`src/rtl/mau_pkg.sv`:
```
// Shared encodings for the memory access unit: access sizes, FSM states, strobe constants
// and the alignment rule.
package mau_pkg;

   typedef enum logic [1:0] {
      SZ_BYTE = 2'b00,
      SZ_HALF = 2'b01,
      SZ_WORD = 2'b10,
      SZ_RSVD = 2'b11
   } size_e;

   typedef enum logic [1:0] {
      S_IDLE,
      S_REQ,
      S_WAIT_RD,
      S_WB
   } state_e;

   localparam logic [3:0] WSTRB_ALL = 4'b1111;

   // Reserved size is reported as misaligned so it never reaches memory.
   function automatic logic is_misaligned(input logic [1:0] size, input logic [1:0] lane);
      case (size)
         SZ_BYTE: return 1'b0;
         SZ_HALF: return lane[0];
         SZ_WORD: return lane != 2'b00;
         default: return 1'b1;
      endcase
   endfunction

endpackage

```
`src/rtl/mau_if.sv`:
```
// Core request, memory request/response and register-file write bundle of the memory access
// unit. The master side is the environment (core + memory); the slave side is the unit.
interface mau_if #(
   parameter int unsigned DATA_WIDTH    = 32,
   parameter int unsigned ADDR_WIDTH    = 32,
   parameter int unsigned RF_ADDR_WIDTH = 5
);
   logic                     req_valid;
   logic                     req_ready;
   logic                     req_wr;
   logic [1:0]               req_size;
   logic                     req_signed;
   logic [ADDR_WIDTH-1:0]    req_addr;
   logic [DATA_WIDTH-1:0]    req_wdata;
   logic [RF_ADDR_WIDTH-1:0] req_rd;
   logic                     mem_req_valid;
   logic                     mem_req_ready;
   logic                     mem_wen;
   logic [ADDR_WIDTH-1:0]    mem_addr;
   logic [DATA_WIDTH-1:0]    mem_wdata;
   logic [3:0]               mem_wstrb;
   logic                     mem_rdata_valid;
   logic                     mem_rdata_ready;
   logic [DATA_WIDTH-1:0]    mem_rdata;
   logic                     rf_wen;
   logic [RF_ADDR_WIDTH-1:0] rf_waddr;
   logic [DATA_WIDTH-1:0]    rf_wdata;
   logic                     done;
   logic                     err_misalign;

   modport master (
      output req_valid, req_wr, req_size, req_signed, req_addr, req_wdata, req_rd,
             mem_req_ready, mem_rdata_valid, mem_rdata,
      input  req_ready, mem_req_valid, mem_wen, mem_addr, mem_wdata, mem_wstrb,
             mem_rdata_ready, rf_wen, rf_waddr, rf_wdata, done, err_misalign
   );

   modport slave (
      input  req_valid, req_wr, req_size, req_signed, req_addr, req_wdata, req_rd,
             mem_req_ready, mem_rdata_valid, mem_rdata,
      output req_ready, mem_req_valid, mem_wen, mem_addr, mem_wdata, mem_wstrb,
             mem_rdata_ready, rf_wen, rf_waddr, rf_wdata, done, err_misalign
   );
endinterface

```
`src/rtl/load_extend.sv`:
```
// Selects the addressed byte/half/word lane of a read word and sign- or zero-extends it.
module load_extend
   import mau_pkg::*;
#(
   parameter int unsigned DATA_WIDTH = 32
) (
   input  logic [DATA_WIDTH-1:0] rdata,
   input  logic [1:0]            lane,
   input  logic [1:0]            size,
   input  logic                  is_signed,
   output logic [DATA_WIDTH-1:0] data
);
   logic [4:0]  bit_off;
   logic [7:0]  sel_b;
   logic [15:0] sel_h;

   always_comb begin
      bit_off = {lane, 3'b000};
      sel_b   = rdata[bit_off +: 8];
      sel_h   = rdata[bit_off +: 16];
      case (size)
         SZ_BYTE: data = {{(DATA_WIDTH - 8){is_signed & sel_b[7]}}, sel_b};
         SZ_HALF: data = {{(DATA_WIDTH - 16){is_signed & sel_h[15]}}, sel_h};
         default: data = rdata;
      endcase
   end
endmodule

```
`src/rtl/mem_access_unit.sv`:
```
// Single-outstanding load/store initiator: aligns core accesses onto the word bus, runs the
// memory request/response handshakes and writes extended load data to the register file.
module mem_access_unit
   import mau_pkg::*;
#(
   parameter int unsigned DATA_WIDTH    = 32,
   parameter int unsigned ADDR_WIDTH    = 32,
   parameter int unsigned RF_ADDR_WIDTH = 5
) (
   input logic  clk,
   input logic  rst_n,
   mau_if.slave bus
);
   state_e                   state_q, state_d;
   logic                     wr_q, signed_q, err_q;
   logic [1:0]               size_q;
   logic [ADDR_WIDTH-1:0]    addr_q;
   logic [DATA_WIDTH-1:0]    wdata_q, rdata_q, load_data;
   logic [RF_ADDR_WIDTH-1:0] rd_q;
   logic [1:0]               lane;
   logic                     accept, req_mis;

   assign lane    = addr_q[1:0];
   assign accept  = (state_q == S_IDLE) && bus.req_valid;
   assign req_mis = is_misaligned(bus.req_size, bus.req_addr[1:0]);

   always_comb begin
      state_d = state_q;
      case (state_q)
         S_IDLE:    if (bus.req_valid) state_d = req_mis ? S_WB : S_REQ;
         S_REQ:     if (bus.mem_req_ready) state_d = wr_q ? S_WB : S_WAIT_RD;
         S_WAIT_RD: if (bus.mem_rdata_valid) state_d = S_WB;
         S_WB:      state_d = S_IDLE;
         default:   state_d = S_IDLE;
      endcase
   end

   always_ff @(posedge clk or negedge rst_n) begin
      if (!rst_n) begin
         state_q  <= S_IDLE;
         wr_q     <= 1'b0;
         signed_q <= 1'b0;
         err_q    <= 1'b0;
         size_q   <= 2'b00;
         addr_q   <= '0;
         wdata_q  <= '0;
         rd_q     <= '0;
         rdata_q  <= '0;
      end else begin
         state_q <= state_d;
         if (accept) begin
            wr_q     <= bus.req_wr;
            signed_q <= bus.req_signed;
            err_q    <= req_mis;
            size_q   <= bus.req_size;
            addr_q   <= bus.req_addr;
            wdata_q  <= bus.req_wdata;
            rd_q     <= bus.req_rd;
         end
         if ((state_q == S_WAIT_RD) && bus.mem_rdata_valid) rdata_q <= bus.mem_rdata;
      end
   end

   load_extend #(
      .DATA_WIDTH(DATA_WIDTH)
   ) u_load_extend (
      .rdata    (rdata_q),
      .lane     (lane),
      .size     (size_q),
      .is_signed(signed_q),
      .data     (load_data)
   );

   // Every output below depends only on registered state.
   always_comb begin
      bus.req_ready       = (state_q == S_IDLE);
      bus.mem_req_valid   = (state_q == S_REQ);
      bus.mem_rdata_ready = (state_q == S_WAIT_RD);
      bus.mem_wen         = wr_q;
      bus.mem_addr        = {addr_q[ADDR_WIDTH-1:2], 2'b00};
      bus.mem_wdata       = wdata_q;
      bus.mem_wstrb       = 4'b0000;
      if (wr_q) begin
         case (size_q)
            SZ_BYTE: begin
               bus.mem_wdata = {(DATA_WIDTH / 8){wdata_q[7:0]}};
               bus.mem_wstrb = 4'b0001 << lane;
            end
            SZ_HALF: begin
               bus.mem_wdata = {(DATA_WIDTH / 16){wdata_q[15:0]}};
               bus.mem_wstrb = 4'b0011 << lane;
            end
            default: bus.mem_wstrb = WSTRB_ALL;
         endcase
      end
      bus.done         = (state_q == S_WB);
      bus.err_misalign = (state_q == S_WB) && err_q;
      bus.rf_wen       = (state_q == S_WB) && !wr_q && !err_q && (rd_q != '0);
      bus.rf_waddr     = rd_q;
      bus.rf_wdata     = load_data;
   end
endmodule
```
`src/flat_wrapper.sv`:
```
// flat-port wrapper written by rule: the top's interface ports become plain ports
module mem_access_unit_flat import mau_pkg::*;
#(
   parameter int unsigned DATA_WIDTH    = 32,
   parameter int unsigned ADDR_WIDTH    = 32,
   parameter int unsigned RF_ADDR_WIDTH = 5
)
  (clk, rst_n, bus_req_valid, bus_req_wr, bus_req_size, bus_req_signed, bus_req_addr, bus_req_wdata, bus_req_rd, bus_mem_req_ready, bus_mem_rdata_valid, bus_mem_rdata, bus_req_ready, bus_mem_req_valid, bus_mem_wen, bus_mem_addr, bus_mem_wdata, bus_mem_wstrb, bus_mem_rdata_ready, bus_rf_wen, bus_rf_waddr, bus_rf_wdata, bus_done, bus_err_misalign);
  mau_if #(.DATA_WIDTH(DATA_WIDTH), .ADDR_WIDTH(ADDR_WIDTH), .RF_ADDR_WIDTH(RF_ADDR_WIDTH)) bus_i ();
  input logic clk;
  input logic rst_n;
  input wire logic [$bits(bus_i.req_valid)-1:0] bus_req_valid;
  input wire logic [$bits(bus_i.req_wr)-1:0] bus_req_wr;
  input wire logic [$bits(bus_i.req_size)-1:0] bus_req_size;
  input wire logic [$bits(bus_i.req_signed)-1:0] bus_req_signed;
  input wire logic [$bits(bus_i.req_addr)-1:0] bus_req_addr;
  input wire logic [$bits(bus_i.req_wdata)-1:0] bus_req_wdata;
  input wire logic [$bits(bus_i.req_rd)-1:0] bus_req_rd;
  input wire logic [$bits(bus_i.mem_req_ready)-1:0] bus_mem_req_ready;
  input wire logic [$bits(bus_i.mem_rdata_valid)-1:0] bus_mem_rdata_valid;
  input wire logic [$bits(bus_i.mem_rdata)-1:0] bus_mem_rdata;
  output wire logic [$bits(bus_i.req_ready)-1:0] bus_req_ready;
  output wire logic [$bits(bus_i.mem_req_valid)-1:0] bus_mem_req_valid;
  output wire logic [$bits(bus_i.mem_wen)-1:0] bus_mem_wen;
  output wire logic [$bits(bus_i.mem_addr)-1:0] bus_mem_addr;
  output wire logic [$bits(bus_i.mem_wdata)-1:0] bus_mem_wdata;
  output wire logic [$bits(bus_i.mem_wstrb)-1:0] bus_mem_wstrb;
  output wire logic [$bits(bus_i.mem_rdata_ready)-1:0] bus_mem_rdata_ready;
  output wire logic [$bits(bus_i.rf_wen)-1:0] bus_rf_wen;
  output wire logic [$bits(bus_i.rf_waddr)-1:0] bus_rf_waddr;
  output wire logic [$bits(bus_i.rf_wdata)-1:0] bus_rf_wdata;
  output wire logic [$bits(bus_i.done)-1:0] bus_done;
  output wire logic [$bits(bus_i.err_misalign)-1:0] bus_err_misalign;
  assign bus_i.req_valid = bus_req_valid;
  assign bus_i.req_wr = bus_req_wr;
  assign bus_i.req_size = bus_req_size;
  assign bus_i.req_signed = bus_req_signed;
  assign bus_i.req_addr = bus_req_addr;
  assign bus_i.req_wdata = bus_req_wdata;
  assign bus_i.req_rd = bus_req_rd;
  assign bus_i.mem_req_ready = bus_mem_req_ready;
  assign bus_i.mem_rdata_valid = bus_mem_rdata_valid;
  assign bus_i.mem_rdata = bus_mem_rdata;
  assign bus_req_ready = bus_i.req_ready;
  assign bus_mem_req_valid = bus_i.mem_req_valid;
  assign bus_mem_wen = bus_i.mem_wen;
  assign bus_mem_addr = bus_i.mem_addr;
  assign bus_mem_wdata = bus_i.mem_wdata;
  assign bus_mem_wstrb = bus_i.mem_wstrb;
  assign bus_mem_rdata_ready = bus_i.mem_rdata_ready;
  assign bus_rf_wen = bus_i.rf_wen;
  assign bus_rf_waddr = bus_i.rf_waddr;
  assign bus_rf_wdata = bus_i.rf_wdata;
  assign bus_done = bus_i.done;
  assign bus_err_misalign = bus_i.err_misalign;
  mem_access_unit #(.DATA_WIDTH(DATA_WIDTH), .ADDR_WIDTH(ADDR_WIDTH), .RF_ADDR_WIDTH(RF_ADDR_WIDTH)) u_core (.clk(clk), .rst_n(rst_n), .bus(bus_i));
endmodule
```
`config.mk`:
```
export PLATFORM = sky130hd
export DESIGN_NAME = mem_access_unit_flat
export DESIGN_NICKNAME = d
export VERILOG_FILES = /design/src/rtl/mau_pkg.sv /design/src/rtl/mau_if.sv /design/src/rtl/load_extend.sv /design/src/rtl/mem_access_unit.sv /design/src/flat_wrapper.sv
export SDC_FILE = /design/constraint.sdc
export NUM_CORES = 1
export LEC_CHECK = 0
export CAP_MARGIN = 20
export CELL_PAD_IN_SITES_DETAIL_PLACEMENT = 0
export CELL_PAD_IN_SITES_GLOBAL_PLACEMENT = 2
export CORE_MARGIN = 4
export CORE_UTILIZATION = 30
export DETAILED_ROUTE_END_ITERATION = 10
export PLACE_DENSITY = 0.91
export SYNTH_ARGS = -nofsm -noshare
export SYNTH_HDL_FRONTEND = slang
export SYNTH_SLANG_ARGS = --single-unit
```
`constraint.sdc`:
```
create_clock -name clk -period 2.9 [get_ports clk]
set_clock_uncertainty 0.1 [all_clocks]
set_input_delay 0.29 -clock clk [delete_from_list [all_inputs] [get_ports clk]]
set_output_delay 0.29 -clock clk [all_outputs]
set_load 0.05 [all_outputs]
```
==> flow_metrics.py, run 1 <==
metrics = {
    "synthesis": {
        "yosysSeqAreaShare_pct": 46.86,
        "synth_seq_cells": 108,
        "yosysTopAreaCell": "dfrtp_1",
        "synth-async-reset-ratio_pct": 100.0,
        "synth.distinct_cells": 39,
        "ys.flop_type": "dfrtp_1",
        "yosysTopAreaCellShare_pct": 46.86,
        "yosysWarnings": 0,
        "synth_area_per_cell_sq_um": 11.82,
        "synth_area_leaders": "dfrtp_1 47%, mux2_2 25%, buf_4 5.5%",
        "syn_inst": 488,
        "syn_area_sq_um": 5767,
        "synth_edf_count": 0,
    },
    "global_route": {
        "grt_usage_pct": 15.26,
        "grt_pass1_vias": 4646,
        "grt-ovfl-total": 0,
        "antenna_found_initial": 0,
        "grt_start_max_net_pins": 109,
        "grt_first_pass_wirelength_mm": 26.11,
    },
    "place": {
        "dpl_cell_area_sq_um": 8218,
        "dp_cells": 907,
        "io_buffers": 219,
        "place_congestion": 0.8026,
        "dp_hpwl_mm": 12.54,
    },
    "worst_hold_path": {
        "min_path_type": "register to register",
        "holdPathStages": 1,
    },
    "floorplanning": {
        "die_w_um": 146.6,
        "dieArea_sq_um": 21500,
        "initial_core_util_pct": 30.62,
        "io_pins": 222,
        "die_h_um": 146.6,
        "placementRows": 50,
        "coreArea_sq_um": 18830,
    },
    "finish": {
        "nFillCells": 1764,
        "layout_commonest_cell": "clkdlybuf4s50_1",
        "stdcell_area_sq_um": 8548,
        "stdcell_count": 924,
        "multi_input_area_sq_um": 2591,
        "mostFrequentLayoutCells": "159 x clkdlybuf4s50_1, 129 x mux2_2, 108 x dfrtp_1",
        "area_growth_pct": 48.23,
        "diodes": 0,
        "final_net_count": 774,
        "final_util_pct": 45.40,
        "drive_gt1_share_pct": 34.19,
        "register_area_sq_um": 2703,
    },
    "flow_run": {
        "maxCapViolCount": 0,
    },
    "detailed_routing": {
        "drt-wirelength-per-cell_um": 17.92,
        "ant_nets": 0,
        "drcViolationCount": 0,
        "drt-initial-drc-count": 132,
        "drt_pass1_iterations": 4,
        "routed_wl_mm": 16.55,
        "vias_per_cell": 4.577,
        "vias": 4229,
    },
    "sta": {
        "hold_viol_final": 0,
        "tightestPinTransition_ns": 0.6284,
        "fmax_mhz": 372.3,
        "maxSlewHeadroom_pct": 58.02,
        "fin_crit_sh_pct": 92.63,
        "rsz0062_at_grt": "no",
        "period_minus_slack_ns": 2.686,
        "finalMaxSlewViolations": 0,
        "setup_violations": 0,
        "fin_tns_setup_ns": 0,
    },
    "clock_network": {
        "h-tree-depth": 3,
        "clk_latency_ns": 0.35,
        "path_clk_slew_ns": 0.07,
        "cts.path.max_buffers": 2,
        "cts_tree": "done",
        "cts.sinks": 108,
        "cts_buffers": 9,
        "root_buffer": "clkbuf_16",
    },
    "setup_path": {
        "cp-end-kind": "output port",
        "path_class": "register to output port",
        "required_ns": 2.51,
        "cp-start-kind": "register",
        "critPathMaxFanout": 31,
        "rr_worst_depth": 5,
        "critPathArrivalTime_ns": 2.30,
    },
    "run_status": {
        "status": "complete, no violations",
    },
}
==> cell families after synthesis <==
family / after synthesis / share of synthesized area [%]
AOI/OAI and AO/OA: 61 / 6.943
DFF: 108 / 46.86
muxes: 151 / 29.10
buffers and inverters: 79 / 8.700
adders and majority gates: 5 / 1.085
other: 1 / 0.06503
and+or+nand+nor: 83 / 7.247
==> timing repair <==
| action | 4_1_cts | 5_1_grt |
|---|---|---|
| setup buffers | 0 | 0 |
| endpoints found under the hold margin | 108 | 0 |
| hold buffers | 1 | 0 |
| setup endpoints to repair | 0 | 14 |
| resized for setup | 0 | 1 |
==> state kept, by name, summed over array words and instances (netlist names) <==
name / flops
u_core.addr_q: 32
u_core.bus.mem_wen: 1
u_core.bus.rf_waddr: 5
u_core.err_q: 1
u_core.rdata_q: 32
u_core.signed_q: 1
u_core.size_q: 2
u_core.state_q: 2
u_core.wdata_q: 32
==> layout make-up <==
cell class / instances / area share, %
clock buffers: 10 / 2.796
clock inverters: 6 / 0.8197
inverters: 8 / 0.3513
multi-input cells: 302 / 30.31
flip-flops and latches: 108 / 31.62
well taps: 260 / 3.806
repair buffers: 230 / 30.30
==> routing by layer <==
layer | routed length [um] | vias up | GRT usage, % | part of all wire [%]
met5 | 0 | - | 0 | 0
met3 | 1354 | 19 | 4.904 | 8.2
met4 | 331 | 0 | 4.751 | 2.0
met1 | 6761 | 2020 | 18.15 | 41
li1 | - | 2008 | - | -
met2 | 8107 | 182 | 26.25 | 49
==> cell usage after synthesis (all sizes together) (2+ instances only) <==
master / count
mux2: 130
dfrtp: 108
buf: 68
nand2: 53
o21ai: 26
mux2i: 21
a22oi: 9
nor2b: 9
a2bb2oi: 8
inv: 8
a21oi: 7
nand3b: 7
ha: 5
nor2: 5
o21a: 4
clkbuf: 3
nand2b: 2
==> final timing paths <==
| kind | start | end | slack, ns |
|---|---|---|---|
| max in group asynchronous | rst_n | u_core.rdata_q[0] | 1.77 |
| worst max-delay path | u_core.addr_q[0] | bus_rf_wdata[5] | 0.21 |
| worst min-delay path | u_core.addr_q[6] | u_core.addr_q[6] | 0.41 |
| worst max register to register | u_core.state_q[0] | u_core.addr_q[5] | 0.91 |
| min in group asynchronous | rst_n | u_core.addr_q[11] | 0.45 |
| worst min register to register | u_core.addr_q[6] | u_core.addr_q[6] | 0.41 |
==> metrics by stage <==
| step | hold WS, ns | worst slack, ns |
|---|---|---|
| after floorplan | -0.1056 | 0.2055 |
| final | 0.4064 | 0.2138 |
| after global placement | 0.3096 | 0.6297 |
| after detailed placement | 0.3235 | 0.4959 |
| after CTS | 0.4102 | 0.09245 |
| after global routing | 0.4155 | 0.06469 |
==> worst max-delay path, stage by stage (launching register included) <==
cell	delay (ns)
dfrtp_1	0.57
buf_4	0.41
and2b_2	0.28
a21oi_1	0.08
o21ai_0	0.40
buf_12	0.20
Power of run 1 is not shown: default switching activity piles up to over one toggle a cycle in this logic, so the estimate is an artifact.
==> run 2: changes to the inputs <==
HOLD_SLACK_MARGIN = 0.06   (was not set)
==> results of run 2 <==
The final DEF is identical to that of run 1; final timing and power are the same.
Power of run 2 is left out for the same reason.
